===== src/rtl/cpu_mem_pkg.sv =====
// ---------------------------------------------------------------------------
// cpu_mem_pkg
// Shared types and default widths for the CPU memory port logic.
//   arb_state_e : arbiter FSM states (IDLE / ISSUE / DONE)
//   owner_e     : current bus owner encoding, also exported as a debug port
//   ADDR_W_DEF / DATA_W_DEF : default address and data widths
// ---------------------------------------------------------------------------
package cpu_mem_pkg;

  localparam int ADDR_W_DEF = 16;
  localparam int DATA_W_DEF = 16;

  typedef enum logic [1:0] {
    IDLE  = 2'b00,
    ISSUE = 2'b01,
    DONE  = 2'b10
  } arb_state_e;

  typedef enum logic [1:0] {
    OWN_NONE = 2'b00,
    OWN_IF   = 2'b01,
    OWN_D    = 2'b10
  } owner_e;

endpackage


===== src/rtl/mem_port_arbiter.sv =====
// ---------------------------------------------------------------------------
// mem_port_arbiter
// Shares one single-ported memory between instruction fetch and the data
// path. One transaction at a time runs over a mem_req/mem_ack handshake;
// completion and read data go back to the requester that won arbitration.
//
// Ports
//   clk, rst_n                     clock, async active-low reset
//   if_req/if_addr                 fetch request (level) and address
//   if_rdata/if_ack                fetched word and one-cycle completion
//   d_req/d_we/d_addr/d_wdata      data request, direction, address, write data
//   d_rdata/d_ack                  read word and one-cycle completion
//   mem_req/mem_we/mem_addr/mem_wdata  memory request side (level req)
//   mem_rdata/mem_ack              memory response (single-cycle ack)
//   bus_err                        pulses with the ack of a timed-out access
//   owner                          debug: 00 none, 01 fetch, 10 data
//
// Data normally wins arbitration, but after MAX_D_STREAK consecutive data
// grants with fetch waiting, fetch is forced through. An access that sees no
// mem_ack within TIMEOUT_CYC cycles is aborted and completed with bus_err.
// All outputs are registered.
// ---------------------------------------------------------------------------
module mem_port_arbiter
  import cpu_mem_pkg::*;
#(
  parameter int ADDR_W       = ADDR_W_DEF,
  parameter int DATA_W       = DATA_W_DEF,
  parameter int MAX_D_STREAK = 4,
  parameter int TIMEOUT_CYC  = 64
) (
  input  logic              clk,
  input  logic              rst_n,
  input  logic              if_req,
  input  logic [ADDR_W-1:0] if_addr,
  output logic [DATA_W-1:0] if_rdata,
  output logic              if_ack,
  input  logic              d_req,
  input  logic              d_we,
  input  logic [ADDR_W-1:0] d_addr,
  input  logic [DATA_W-1:0] d_wdata,
  output logic [DATA_W-1:0] d_rdata,
  output logic              d_ack,
  output logic              mem_req,
  output logic              mem_we,
  output logic [ADDR_W-1:0] mem_addr,
  output logic [DATA_W-1:0] mem_wdata,
  input  logic [DATA_W-1:0] mem_rdata,
  input  logic              mem_ack,
  output logic              bus_err,
  output logic [1:0]        owner
);

  localparam int SW = $clog2(MAX_D_STREAK + 1);
  localparam int TW = $clog2(TIMEOUT_CYC);

  localparam logic [SW-1:0] STREAK_MAX = SW'(MAX_D_STREAK);
  localparam logic [TW-1:0] TO_LAST    = TW'(TIMEOUT_CYC - 1);

  arb_state_e        state_q, state_d;
  owner_e            owner_q, owner_d;
  logic [SW-1:0]     streak_q, streak_d;
  logic [TW-1:0]     tcnt_q, tcnt_d;

  logic              mem_req_d, mem_we_d, if_ack_d, d_ack_d, bus_err_d;
  logic [ADDR_W-1:0] mem_addr_d;
  logic [DATA_W-1:0] mem_wdata_d, if_rdata_d, d_rdata_d;
  logic              fetch_wins;
  logic              timed_out;

  assign owner = owner_q;

  // Fetch takes the bus when data is idle, or when data has already had its
  // full streak of grants while fetch was waiting.
  assign fetch_wins = if_req && (!d_req || (streak_q == STREAK_MAX));

  // NOTE: every signal assigned in this block gets a default first, so no
  // path through the case can leave one unassigned and infer a latch.
  always_comb begin
    state_d     = state_q;
    owner_d     = owner_q;
    streak_d    = streak_q;
    tcnt_d      = tcnt_q;
    mem_req_d   = mem_req;
    mem_we_d    = mem_we;
    mem_addr_d  = mem_addr;
    mem_wdata_d = mem_wdata;
    if_rdata_d  = if_rdata;
    d_rdata_d   = d_rdata;
    if_ack_d    = 1'b0;
    d_ack_d     = 1'b0;
    bus_err_d   = 1'b0;
    timed_out   = 1'b0;

    unique case (state_q)
      IDLE: begin
        if (!if_req) streak_d = '0;
        if (d_req && !fetch_wins) begin
          owner_d     = OWN_D;
          mem_we_d    = d_we;
          mem_addr_d  = d_addr;
          mem_wdata_d = d_wdata;
          mem_req_d   = 1'b1;
          state_d     = ISSUE;
          // Only grants that made fetch wait count toward the streak.
          if (if_req && (streak_q != STREAK_MAX)) streak_d = streak_q + SW'(1);
        end else if (if_req) begin
          owner_d    = OWN_IF;
          mem_we_d   = 1'b0;
          mem_addr_d = if_addr;
          mem_req_d  = 1'b1;
          streak_d   = '0;
          state_d    = ISSUE;
        end
      end

      ISSUE: begin
        // A response in the final allowed cycle still counts as success.
        timed_out = !mem_ack && (tcnt_q == TO_LAST);
        if (mem_ack || timed_out) begin
          mem_req_d = 1'b0;
          state_d   = DONE;
          bus_err_d = timed_out;
          if (owner_q == OWN_IF) begin
            if_ack_d   = 1'b1;
            if_rdata_d = timed_out ? '0 : mem_rdata;
          end else begin
            d_ack_d = 1'b1;
            if (timed_out)    d_rdata_d = '0;
            else if (!mem_we) d_rdata_d = mem_rdata;
          end
        end else begin
          tcnt_d = tcnt_q + TW'(1);
        end
      end

      DONE: begin
        // The ack is visible this cycle; arbitration resumes only next cycle,
        // so a requester still holding req here is not granted twice.
        owner_d = OWN_NONE;
        tcnt_d  = '0;
        state_d = IDLE;
      end

      default: state_d = IDLE;
    endcase
  end

  // NOTE: sequential state uses non-blocking assignments so every register
  // samples the pre-edge values computed above, independent of block order.
  always_ff @(posedge clk or negedge rst_n) begin
    if (!rst_n) begin
      state_q   <= IDLE;
      owner_q   <= OWN_NONE;
      streak_q  <= '0;
      tcnt_q    <= '0;
      mem_req   <= 1'b0;
      mem_we    <= 1'b0;
      mem_addr  <= '0;
      mem_wdata <= '0;
      if_rdata  <= '0;
      d_rdata   <= '0;
      if_ack    <= 1'b0;
      d_ack     <= 1'b0;
      bus_err   <= 1'b0;
    end else begin
      state_q   <= state_d;
      owner_q   <= owner_d;
      streak_q  <= streak_d;
      tcnt_q    <= tcnt_d;
      mem_req   <= mem_req_d;
      mem_we    <= mem_we_d;
      mem_addr  <= mem_addr_d;
      mem_wdata <= mem_wdata_d;
      if_rdata  <= if_rdata_d;
      d_rdata   <= d_rdata_d;
      if_ack    <= if_ack_d;
      d_ack     <= d_ack_d;
      bus_err   <= bus_err_d;
    end
  end

endmodule


===== config.mk =====
export PLATFORM = sky130hd
export DESIGN_NAME = mem_port_arbiter
export DESIGN_NICKNAME = d
export VERILOG_FILES = /design/src/rtl/cpu_mem_pkg.sv /design/src/rtl/mem_port_arbiter.sv
export SDC_FILE = /design/constraint.sdc
export NUM_CORES = 1
export LEC_CHECK = 0
export BUFFER_PORTS_ARGS = -buffer_cell sky130_fd_sc_hd__clkbuf_2
export CAP_MARGIN = 20
export CORE_ASPECT_RATIO = 1.2
export CORE_MARGIN = 2
export CORE_UTILIZATION = 48
export DETAILED_ROUTE_END_ITERATION = 10
export HOLD_SLACK_MARGIN = 0.02
export PLACE_DENSITY = 0.89
export SLEW_MARGIN = 20
export SYNTH_ARGS = -nofsm -noshare
export SYNTH_HDL_FRONTEND = slang
export SYNTH_SLANG_ARGS = --single-unit

===== constraint.sdc =====
create_clock -name clk -period 2.4 [get_ports clk]
set_input_delay 0.12 -clock clk [delete_from_list [all_inputs] [get_ports clk]]
set_output_delay 0.12 -clock clk [all_outputs]
set_load 0.01 [all_outputs]

==> metrics <==
WL/cell 15.4 µm; synthesized instance count 291; nets 535; syn avg cell area 12.1 µm²; Antenna diodes 0; Residual DRC 0; CP startpoint kind register; Rel. slew slack 0.372; total power 0.00583 W; PD cells 1210 nW/µm²; Placer Congestion 0.899; Critical Path RT 2.69 ns; vias in the first global route 3032; Worst-Margin Slew 0.936 ns; Fmax 0.469 GHz; initial antenna violation count 0; Layout fillers 545; Post-CTS Resized 0; Max Cap Viol 0; mapped cell area 3520 µm²; Layout area overhead 36.9%; aggregate global routing overflow 0; DR iter-0 viols 118; antenna-violating nets left 0; clock latency on the worst-skew pair 0.36 ns; Main synth FF type dfrtp_1; total nets after synthesis 364; Synth async-reset ratio 1.00; Synth Warn # 0; Hold/Removal Path Class in2reg; fin crit period 2.13 ns; fin. max-slew vios 0; sequential fraction of the synthesis area 0.583; Setup TNS 0 ns; FF+latch count, synth 82; Routed WL 8580 µm; clock sinks 82; global-route wire length before repair 14100 µm; Crit. End Element register; maximum VDD drop 0.000708 V; Row Count 34; multi-input logic area 1350 µm²; period utilisation layout 0.888; RSZ-0062 raised after global routing no; Die ar. 8030 µm²; unique cell type count in the Yosys netlist 36; IO Pins 141; die height 97.8 µm; Initial Util 0.489; root buffer cell clkbuf_8; TritonRoute pass-1 iters 4; WS Path Type reg2reg; outcome finished, final reports clean; CTS tree done; core area 7190 µm²; share of layout cells above drive strength 1 0.398; final setup violation count 0; I/O Buffers 140; EDFF count, synth 0; Worst Path Max Fanout 16; leak pwr 2.43 nW; Via density 5.39; Reg area 2050 µm²; Setup Skew 0.0105 ns; hold_buf cts 35; CTS buffer count 9; Final Hold Fails 0; CTS max path bufs 2; Worst-path clk slew 0.09 ns; HPWL Detailed 5480 µm; Vias 3004; number of H-tree levels 3; Post-CTS Setup Repair Bufs 0; largest net degree at the start of global routing 83; GRT Overall Usage 0.228; chip width 82.1 µm; Arr. time, crit path 2.43 ns
[cell usage after synthesis (5+ instances only)]
library cell,count,area share
mux2_2,16,0.051
nand2_1,24,0.026
mux2i_1,15,0.043
nand3_1,5,0.0071
nor2_1,9,0.0096
a22o_1,46,0.11
inv_1,7,0.0075
o21ai_0,21,0.030
clkbuf_1,12,0.013
a21oi_1,6,0.0085
dfrtp_1,82,0.58
[power breakdown]
part / total, W / internal [W] / switching, W
sequential: 0.00246 / 0.00201 / 0.000444
clock: 0.000948 / 0.000419 / 0.000529
combinational: 0.00242 / 0.00119 / 0.00123
total: 0.00583 / 0.00362 / 0.00221
[sequential cells by signal, summed over array words and instances, names as in the netlist, 2 cells and up]
signal and cells:
state_q 2, if_rdata 16, tcnt_q 6, owner 2, mem_wdata 16, d_rdata 16, mem_addr 16, streak_q 3
[metrics by stage]
step                      area [µm²]  setup WS, ns  utilization  instances  hold WS [ns]
final                           4810         0.268        0.670        557        0.0464
after global routing            4810         0.128        0.670        557        0.0495
after CTS                       4810         0.295        0.669        557        0.0379
after detailed placement        4280         0.274        0.595        506         0.351
after global placement          4270         0.437        0.594        506         0.332
after floorplan                 3520         0.422            -        291        -0.176
[metal layers]
metal | vias up | track usage | wire [µm] | share of wire
met5 | - | 0 | 0 | 0
met4 | 0 | 0.0897 | 153 | 0.018
met3 | 13 | 0.0582 | 646 | 0.075
met2 | 128 | 0.381 | 4140 | 0.48
met1 | 1452 | 0.277 | 3640 | 0.42
li1 | 1411 | - | - | -
[cell type report]
| cell class | count | share of cell area |
|---|---|---|
| Sequential cell | 82 | 0.426 |
| Tap cell | 90 | 0.0234 |
| Inverter | 7 | 0.00546 |
| Timing Repair Buffer | 179 | 0.226 |
| Multi-Input combinational cell | 183 | 0.281 |
| Clock inverter | 6 | 0.00988 |
| Clock buffer | 10 | 0.0286 |
[layout by cell type (no fill, tap or decap), types with 2 or more instances in the layout]
cell type and count:
a21oi_1 6, a22o_1 46, a22o_2 3, a31oi_1 3, a32oi_1 2, and2_1 2
buf_4 4, clkbuf_2 139, clkbuf_8 10, clkinv_2 2, dfrtp_1 82, dlygate4sd3_1 35
ha_1 3, inv_1 7, inv_6 3, mux2_2 16, mux2i_1 15, nand2_1 24
nand2b_1 4, nand3_1 5, nand3b_1 2, nor2_1 9, nor2b_1 4, nor3_1 3
nor3_2 2, o21ai_0 20, o22ai_1 2, o2bb2ai_1 2
[logic make-up after synthesis]
logic type      share of synthesized area
flops                               0.583
compound gates                      0.187
fa+ha+maj                          0.0107
simple gates                       0.0889
mux                                0.0939
buf+inv                            0.0356
[worst max-delay path: stages (launching register included)]
cell and delay, ns:
dfrtp_1 0.57, nand2b_1 0.29, nor3_2 0.82, a22o_1 0.25, a22o_1 0.14
[worst paths after layout]
path	from	end	slack, ns	cells after the start
max reg2reg	state_q[0]	d_rdata[4]	0.27	4
max in group asynchronous	rst_n	mem_addr[9]	1.54	2
min in group asynchronous	rst_n	if_rdata[6]	0.35	2
min reg2reg	mem_addr[7]	mem_addr[7]	0.49	2
max	state_q[0]	d_rdata[4]	0.27	4
min	d_addr[10]	mem_addr[10]	0.05	3
Note: power is estimated with default switching activity, not from simulation.
